==> config.mk <==
export PLATFORM = sky130hd
export DESIGN_NAME = prefix_unscan
export DESIGN_NICKNAME = d
export VERILOG_FILES = /design/src/rtl/prefix_unscan.sv
export SDC_FILE = /design/constraint.sdc
export NUM_CORES = 1
export LEC_CHECK = 0
export BUFFER_PORTS_ARGS = -buffer_cell sky130_fd_sc_hd__buf_2
export CAP_MARGIN = 20
export CORE_MARGIN = 4
export CORE_UTILIZATION = 55
export CTS_CLUSTER_DIAMETER = 150
export DETAILED_ROUTE_END_ITERATION = 10
export HOLD_SLACK_MARGIN = 0.15
export PLACE_DENSITY = 0.83
export SETUP_SLACK_MARGIN = 0.3
export SLEW_MARGIN = 5
export SYNTH_ARGS = -nofsm -noshare
export SYNTH_HDL_FRONTEND = slang
export SYNTH_SLANG_ARGS = --single-unit
==> constraint.sdc <==
create_clock -name i_clk -period 1.9 [get_ports i_clk]
set_clock_uncertainty 0.2 [all_clocks]
set_input_delay 0.095 -clock i_clk [delete_from_list [all_inputs] [get_ports i_clk]]
set_output_delay 0.095 -clock i_clk [all_outputs]
set_load 0.005 [all_outputs]
==> src/rtl/prefix_unscan.sv <==
`default_nettype none
// ============================================================================
// Module   : prefix_unscan
// Brief    : Bit-serial inverse of a prefix scan (XOR or OR). Takes one
//            prefix word LSB-first, one bit per clock, and returns the
//            adjacent-difference word. For OR, also flags any input that
//            is not monotonic.
// Revision : 1.0 - initial release
// ============================================================================
module prefix_unscan #(
  parameter int p_WIDTH = 10,
  parameter int p_OP    = 0
) (
  input  logic               i_clk,
  input  logic               i_rst,
  input  logic               i_valid,
  output logic               o_ready,
  input  logic [p_WIDTH-1:0] i_data,
  output logic               o_valid,
  input  logic               i_ready,
  output logic [p_WIDTH-1:0] o_data,
  output logic               o_err,
  output logic               o_busy
);

  localparam int                 CNT_W    = $clog2(p_WIDTH);
  localparam logic [CNT_W-1:0] LAST_CNT = CNT_W'(p_WIDTH - 1);
  localparam logic [CNT_W-1:0] CNT_ONE  = CNT_W'(1);

  typedef enum logic [1:0] {
    IDLE  = 2'd0,
    SHIFT = 2'd1,
    DONE  = 2'd2
  } state_t;

  state_t             state;
  state_t             state_nxt;
  logic [p_WIDTH-1:0] shreg;
  logic [p_WIDTH-1:0] result;
  logic [CNT_W-1:0]   cnt;
  logic               prev;
  logic               err;
  logic               cur_bit;
  logic               res_bit;
  logic               err_nxt;
  logic               last_bit;

  assign cur_bit  = shreg[0];
  assign last_bit = (cnt == LAST_CNT);

  // Operator-specific recovery of one result bit and the monotonic check
  generate
    if (p_OP == 1) begin : g_or_inverse
      assign res_bit = cur_bit & ~prev;
      assign err_nxt = err | (prev & ~cur_bit);
    end else begin : g_xor_inverse
      assign res_bit = cur_bit ^ prev;
      assign err_nxt = 1'b0;
    end
  endgenerate

  // State register; reset discards any word in flight immediately
  always_ff @(posedge i_clk or posedge i_rst) begin
    if (i_rst) begin
      state <= IDLE;
    end else begin
      state <= state_nxt;
    end
  end

  // Next-state and handshake decode; outputs depend on state (and reset) only
  always_comb begin
    state_nxt = state;
    o_ready   = 1'b0;
    o_valid   = 1'b0;
    o_busy    = 1'b0;
    case (state)
      IDLE: begin
        o_ready = ~i_rst;
        if (i_valid) begin
          state_nxt = SHIFT;
        end
      end
      SHIFT: begin
        o_busy = 1'b1;
        if (last_bit) begin
          state_nxt = DONE;
        end
      end
      DONE: begin
        o_busy  = 1'b1;
        o_valid = 1'b1;
        if (i_ready) begin
          state_nxt = IDLE;
        end
      end
      default: begin
        state_nxt = IDLE;
      end
    endcase
  end

  // Datapath: capture on accept, serially recover bits, publish on last bit
  always_ff @(posedge i_clk or posedge i_rst) begin
    if (i_rst) begin
      shreg  <= '0;
      result <= '0;
      cnt    <= '0;
      prev   <= 1'b0;
      err    <= 1'b0;
      o_data <= '0;
      o_err  <= 1'b0;
    end else if (state == IDLE) begin
      if (i_valid) begin
        shreg <= i_data;
        cnt   <= '0;
        prev  <= 1'b0;
        err   <= 1'b0;
      end
    end else if (state == SHIFT) begin
      // Result bits enter at the MSB so bit 0 lands at index 0 after p_WIDTH shifts
      result <= {res_bit, result[p_WIDTH-1:1]};
      err    <= err_nxt;
      prev   <= cur_bit;
      shreg  <= shreg >> 1;
      cnt    <= cnt + CNT_ONE;
      if (last_bit) begin
        o_data <= {res_bit, result[p_WIDTH-1:1]};
        o_err  <= err_nxt;
      end
    end
  end

endmodule
`default_nettype wire

Word-level counts from Yosys, hierarchy flattened. Cells that the tools add are included.

Register bits after elaboration: 37. Input bits: 14. Output and inout bits: 14.

Add/sub/neg operators: 1. Equality and inequality tests: 6. Multiplexer cells: 16. Bitwise gates (word level): 3. Reduce and logical (&&, ||, !) cells: 7.

Operators by type and width (count): two-way mux 10 bit (3); two-way mux 4 bit (3); two-way mux 1 bit (6); two-way mux 2 bit (3); != test 2 bit, second input constant (3); one-hot mux 2 bit (3 select lines) (1); AND reduction 3 bit (2); adder 4 x 1 -> 4 bit, second input constant (1); == test 4 bit, second input constant (1); AND reduction 2 bit (2); == test 2 x 1 -> 1 bit, second input constant (1); == test 2 bit, second input constant (1); logical NOT 2 bit (1); inverter 1 bit (2); nonzero test 2 bit (1); OR reduction 2 bit (1); XOR 1 bit (1).

Depth between registers and ports, before layout.
Depth after elaboration: 3. Depth in mapped cells: 7.

Least setup slack after synthesis. Ideal clock, no wire load.

Path kind: register -> register. Start point: register state[0]. End point: register o_data[0]. Setup time: 0.125 ns. Arrival: 1.388 ns. Slack: 0.187 ns. Cell stages (with the launch flop): 7. Period minus slack after synthesis: 1.713 ns. Cells stage by stage: dfrtp_1 > inv_1 > ha_1 > buf_4 > nor3b_2 > buf_6 > mux2_2.

Cells in the longest elaborated chain, start to end: 3.

RTL lines: start: declaration (line 36) `state_t state;`; start signal: assignment (line 67) `state <= state_nxt;`; logical NOT 2 bit (line 113) `end else if (state == IDLE) begin`; inverter 1 bit (no line); AND reduction 3 bit (no line) *; end signal: assignment (line 128) `o_data <= {res_bit, result[p_WIDTH-1:1]};`; end: declaration (line 21) `output logic [p_WIDTH-1:0] o_data,`.

Mark *: on every way between the ends. The rest lies on a longest branch, timed or not. A chain may end at the register's enable or synchronous reset.

Worst setup path in the final report.
Start point: register cnt[1]. End point: register o_data[4].

Cells in the longest elaborated chain, start to end: 2.

RTL lines: start: declaration (line 40) `logic [CNT_W-1:0] cnt;`; start signal: assignment (line 126) `cnt <= cnt + CNT_ONE;`; == test 4 bit (line 49) `assign last_bit = (cnt == LAST_CNT);`; AND reduction 3 bit (no line).

Every way passes these cells.

==> impl_metrics.toml <==
[timing]
grt_setup_unrepaired = "true"
setup_viol = 0
max_freq_mhz = 570.1
fin_crit_ns = 1.754
period_share = 0.9233
final.setup.tns_ns = 0
finalHoldViolCount = 0
drv_slew = 0

[worst_setup_path]
cp.arrival_ns = 1.79
r2r-end = "o_data[4]"
rrSetupSlack_ns = 0.15
cp-start-kind = "register"
rr_startpoint = "cnt[1]"
crit_start = "cnt[1]"
setup.worst_path.end_class = "register"
critical_path_required_ns = 1.93
crit_fanout = 5
path_class = "register to register"
reg2regPathDepth = 6
crit_path_end = "o_data[4]"

[cells_and_area]
area_growth_pct = 37.23
layout-drive-gt1-share = 0.4599
nNetsFinal = 205
final_core_util = 0.8151
antennaDiodeCount = 0

[clocking]
clk_latency_ns = 0.34
cts_buffers = 5
h-tree-depth = 2
cts_tree = "built"
ctsRootBufferMaster = "clkbuf_4"
clk_pin_slew_worst_paths_ns = 0.11
clockBufferDepth = 2
cts.sinks = 36

[floorplanning]
core-area_mm2 = 0.002829
die_h_um = 63.28
die_w_um = 63.28
die-area_mm2 = 0.004004
start_util = 0.5940
rows = 19
ios = 28

[global_route]
grt_pass1_vias = 1258
antenna_found_initial = 0
grt_max_degree = 37
overflow = 0
grt_pass1_wl_mm = 6.078
grtUsageTotal = 0.1976

[logic_synthesis]
synth_mux_area_frac = 0.2144
synth_area_mm2 = 0.001680
ys_seq_elements = 36
yosys.area_share.simple = 0.08116
synth_cell_types = 27
synthXorXnorAreaFrac = 0.02085
syn_area_per_cell_um2 = 12.73
syn_inst = 132
yosysWarnings = 0
synth_top_family_by_area = "multiplexers"
synthAdderAreaFrac = 0.03723
ys_seq_area_frac = 0.5361
syn_nets = 151
synth_compound_area_frac = 0.06478

[placed_design]
gp_congestion = 0.7275
hpwlAfterDp_mm = 2.063
port_buffers = 26

[power]
ir_drop_mv = 0.9029
power.density_mw_per_mm2 = 1437
p_leak_uw = 0.001145
power_uw = 3314

[route]
num_vias = 1193
first_iter_violations = 64
viasPerCell = 5.472
ant_nets = 0
wire_per_inst_um = 17.13
wl_mm = 3.735
first_pass_iters = 4
drc = 0

[min_path]
hp-class = "input port to async pin"

[outcome]
status = "finished, final reports clean"

[job]
drv_cap = 0
-- synthesized netlist by cell type --
master	instances	area, um^2
o21ai_0	11	55.05
buf_2	1	5.000
mux2i_4	1	22.52
xor2_1	3	26.28
nand2_1	16	60.06
ha_1	5	62.56
inv_1	4	15.01
o21ai_1	1	5.000
nor2b_4	1	13.76
mux2_2	22	247.7
xnor2_1	1	8.760
a211oi_2	1	12.51
conb_1	1	3.750
nand3b_4	1	20.02
o32a_1	1	10.01
mux2i_1	9	90.09
buf_4	5	37.54
dfrtp_1	36	900.9
buf_6	1	11.26
o22ai_1	3	18.77
nor3b_2	1	12.51
nor3_1	1	5.000
nor2b_1	2	12.51
nand2b_1	1	6.260
clkbuf_1	1	3.750
a21boi_0	1	7.510
nand4_1	1	6.260
-- power by group --
part | switching, uW | internal, uW | leakage, uW
registers | 185 | 1040 | 0.000468
clock network | 259 | 276 | 0.0000422
logic | 651 | 907 | 0.000635
total | 1100 | 2220 | 0.00115
-- logic make-up after synthesis --
logic type	count (synthesis)
AOI/OAI and AO/OA	18
xor gates and xnor gates	4
adders and majority gates	5
buffers and inverters	12
DFF	36
muxes	32
other	1
and+or+nand+nor	24
-- worst max-delay path, cell delays in order, from the launching register on --
cell,delay [ns]
dfrtp_1,0.41
inv_2,0.08
ha_4,0.14
nand3b_4,0.09
nor3b_4,0.25
buf_6,0.18
mux2_4,0.31
-- timing repair --
item                                    4_1_cts  5_1_grt
endpoints found under the hold margin        53        0
cloned                                        1        0
endpoints found under the setup margin       29       33
hold buffers                                 13        0
buffers inserted                              7        3
resized for setup                            21       15
pin swaps                                     3        2
-- cell usage in the layout, fill, tap and decap left out, drive strengths merged --
cell type	Yosys	final
mux2	22	22
nor3	1	1
mux2i	10	10
dlygate4sd3	0	13
xor2	3	3
o32a	1	1
o21ai	12	12
inv	4	4
nand4	1	1
nand3b	1	1
clkinv	0	1
bufinv	0	1
conb	1	1
nand2	16	16
dfrtp	36	36
nand2b	1	1
buf	7	42
clkbuf	1	6
nor3b	1	1
xnor2	1	1
a211oi	1	1
ha	5	5
o22ai	3	3
a21boi	1	1
nor2b	3	3
-- stage by stage --
stage          hold WS [ns]  std cells  cell area [um^2]  setup WS [ns]
2_1_floorplan      -0.01593        132              1688         0.1999
3_3_place_gp        0.02937        186              1842        0.07577
3_5_place_dp        0.03661        186              1842       -0.02937
4_1_cts              0.1992        215              2220        0.08260
5_1_grt              0.2500        218              2306         0.1047
6_report             0.2155        218              2306         0.1458
-- registers in the layout, summed over array words and instances, names as in the netlist --
name,count
o_data,10
shreg,10
result,9
cnt,4
state,2
prev,1
-- layer usage --
| layer | track usage | vias to the layer above | part of all wire |
|---|---|---|---|
| met5 | 0 | - | 0 |
| met4 | 0.07547 | 0 | 0.013 |
| met3 | 0.05506 | 6 | 0.035 |
| met2 | 0.3465 | 22 | 0.50 |
| met1 | 0.2288 | 605 | 0.45 |
| li1 | - | 560 | - |
-- worst min path at each step --
stage,start,to,slack [ns],cells after the start
2_1_floorplan,i_valid,cnt[1],-0.02,1
3_3_place_gp,i_rst,cnt[0],0.03,3
3_5_place_dp,i_rst,o_data[8],0.04,3
4_1_cts,i_rst,o_data[7],0.20,4
5_1_grt,i_rst,result[1],0.25,4
6_report,i_rst,o_data[7],0.22,4
-- cell type report --
type,count,area (um^2)
timing repair buffer,55,454.2
sequential,36,900.9
tap,31,38.79
inverter,4,15.01
multi-input combinational,84,820.8
clock buffer,6,41.29
clock inverter,2,35.03
fill,154,523.0
No activity file was read; power rests on OpenSTA's default activity.
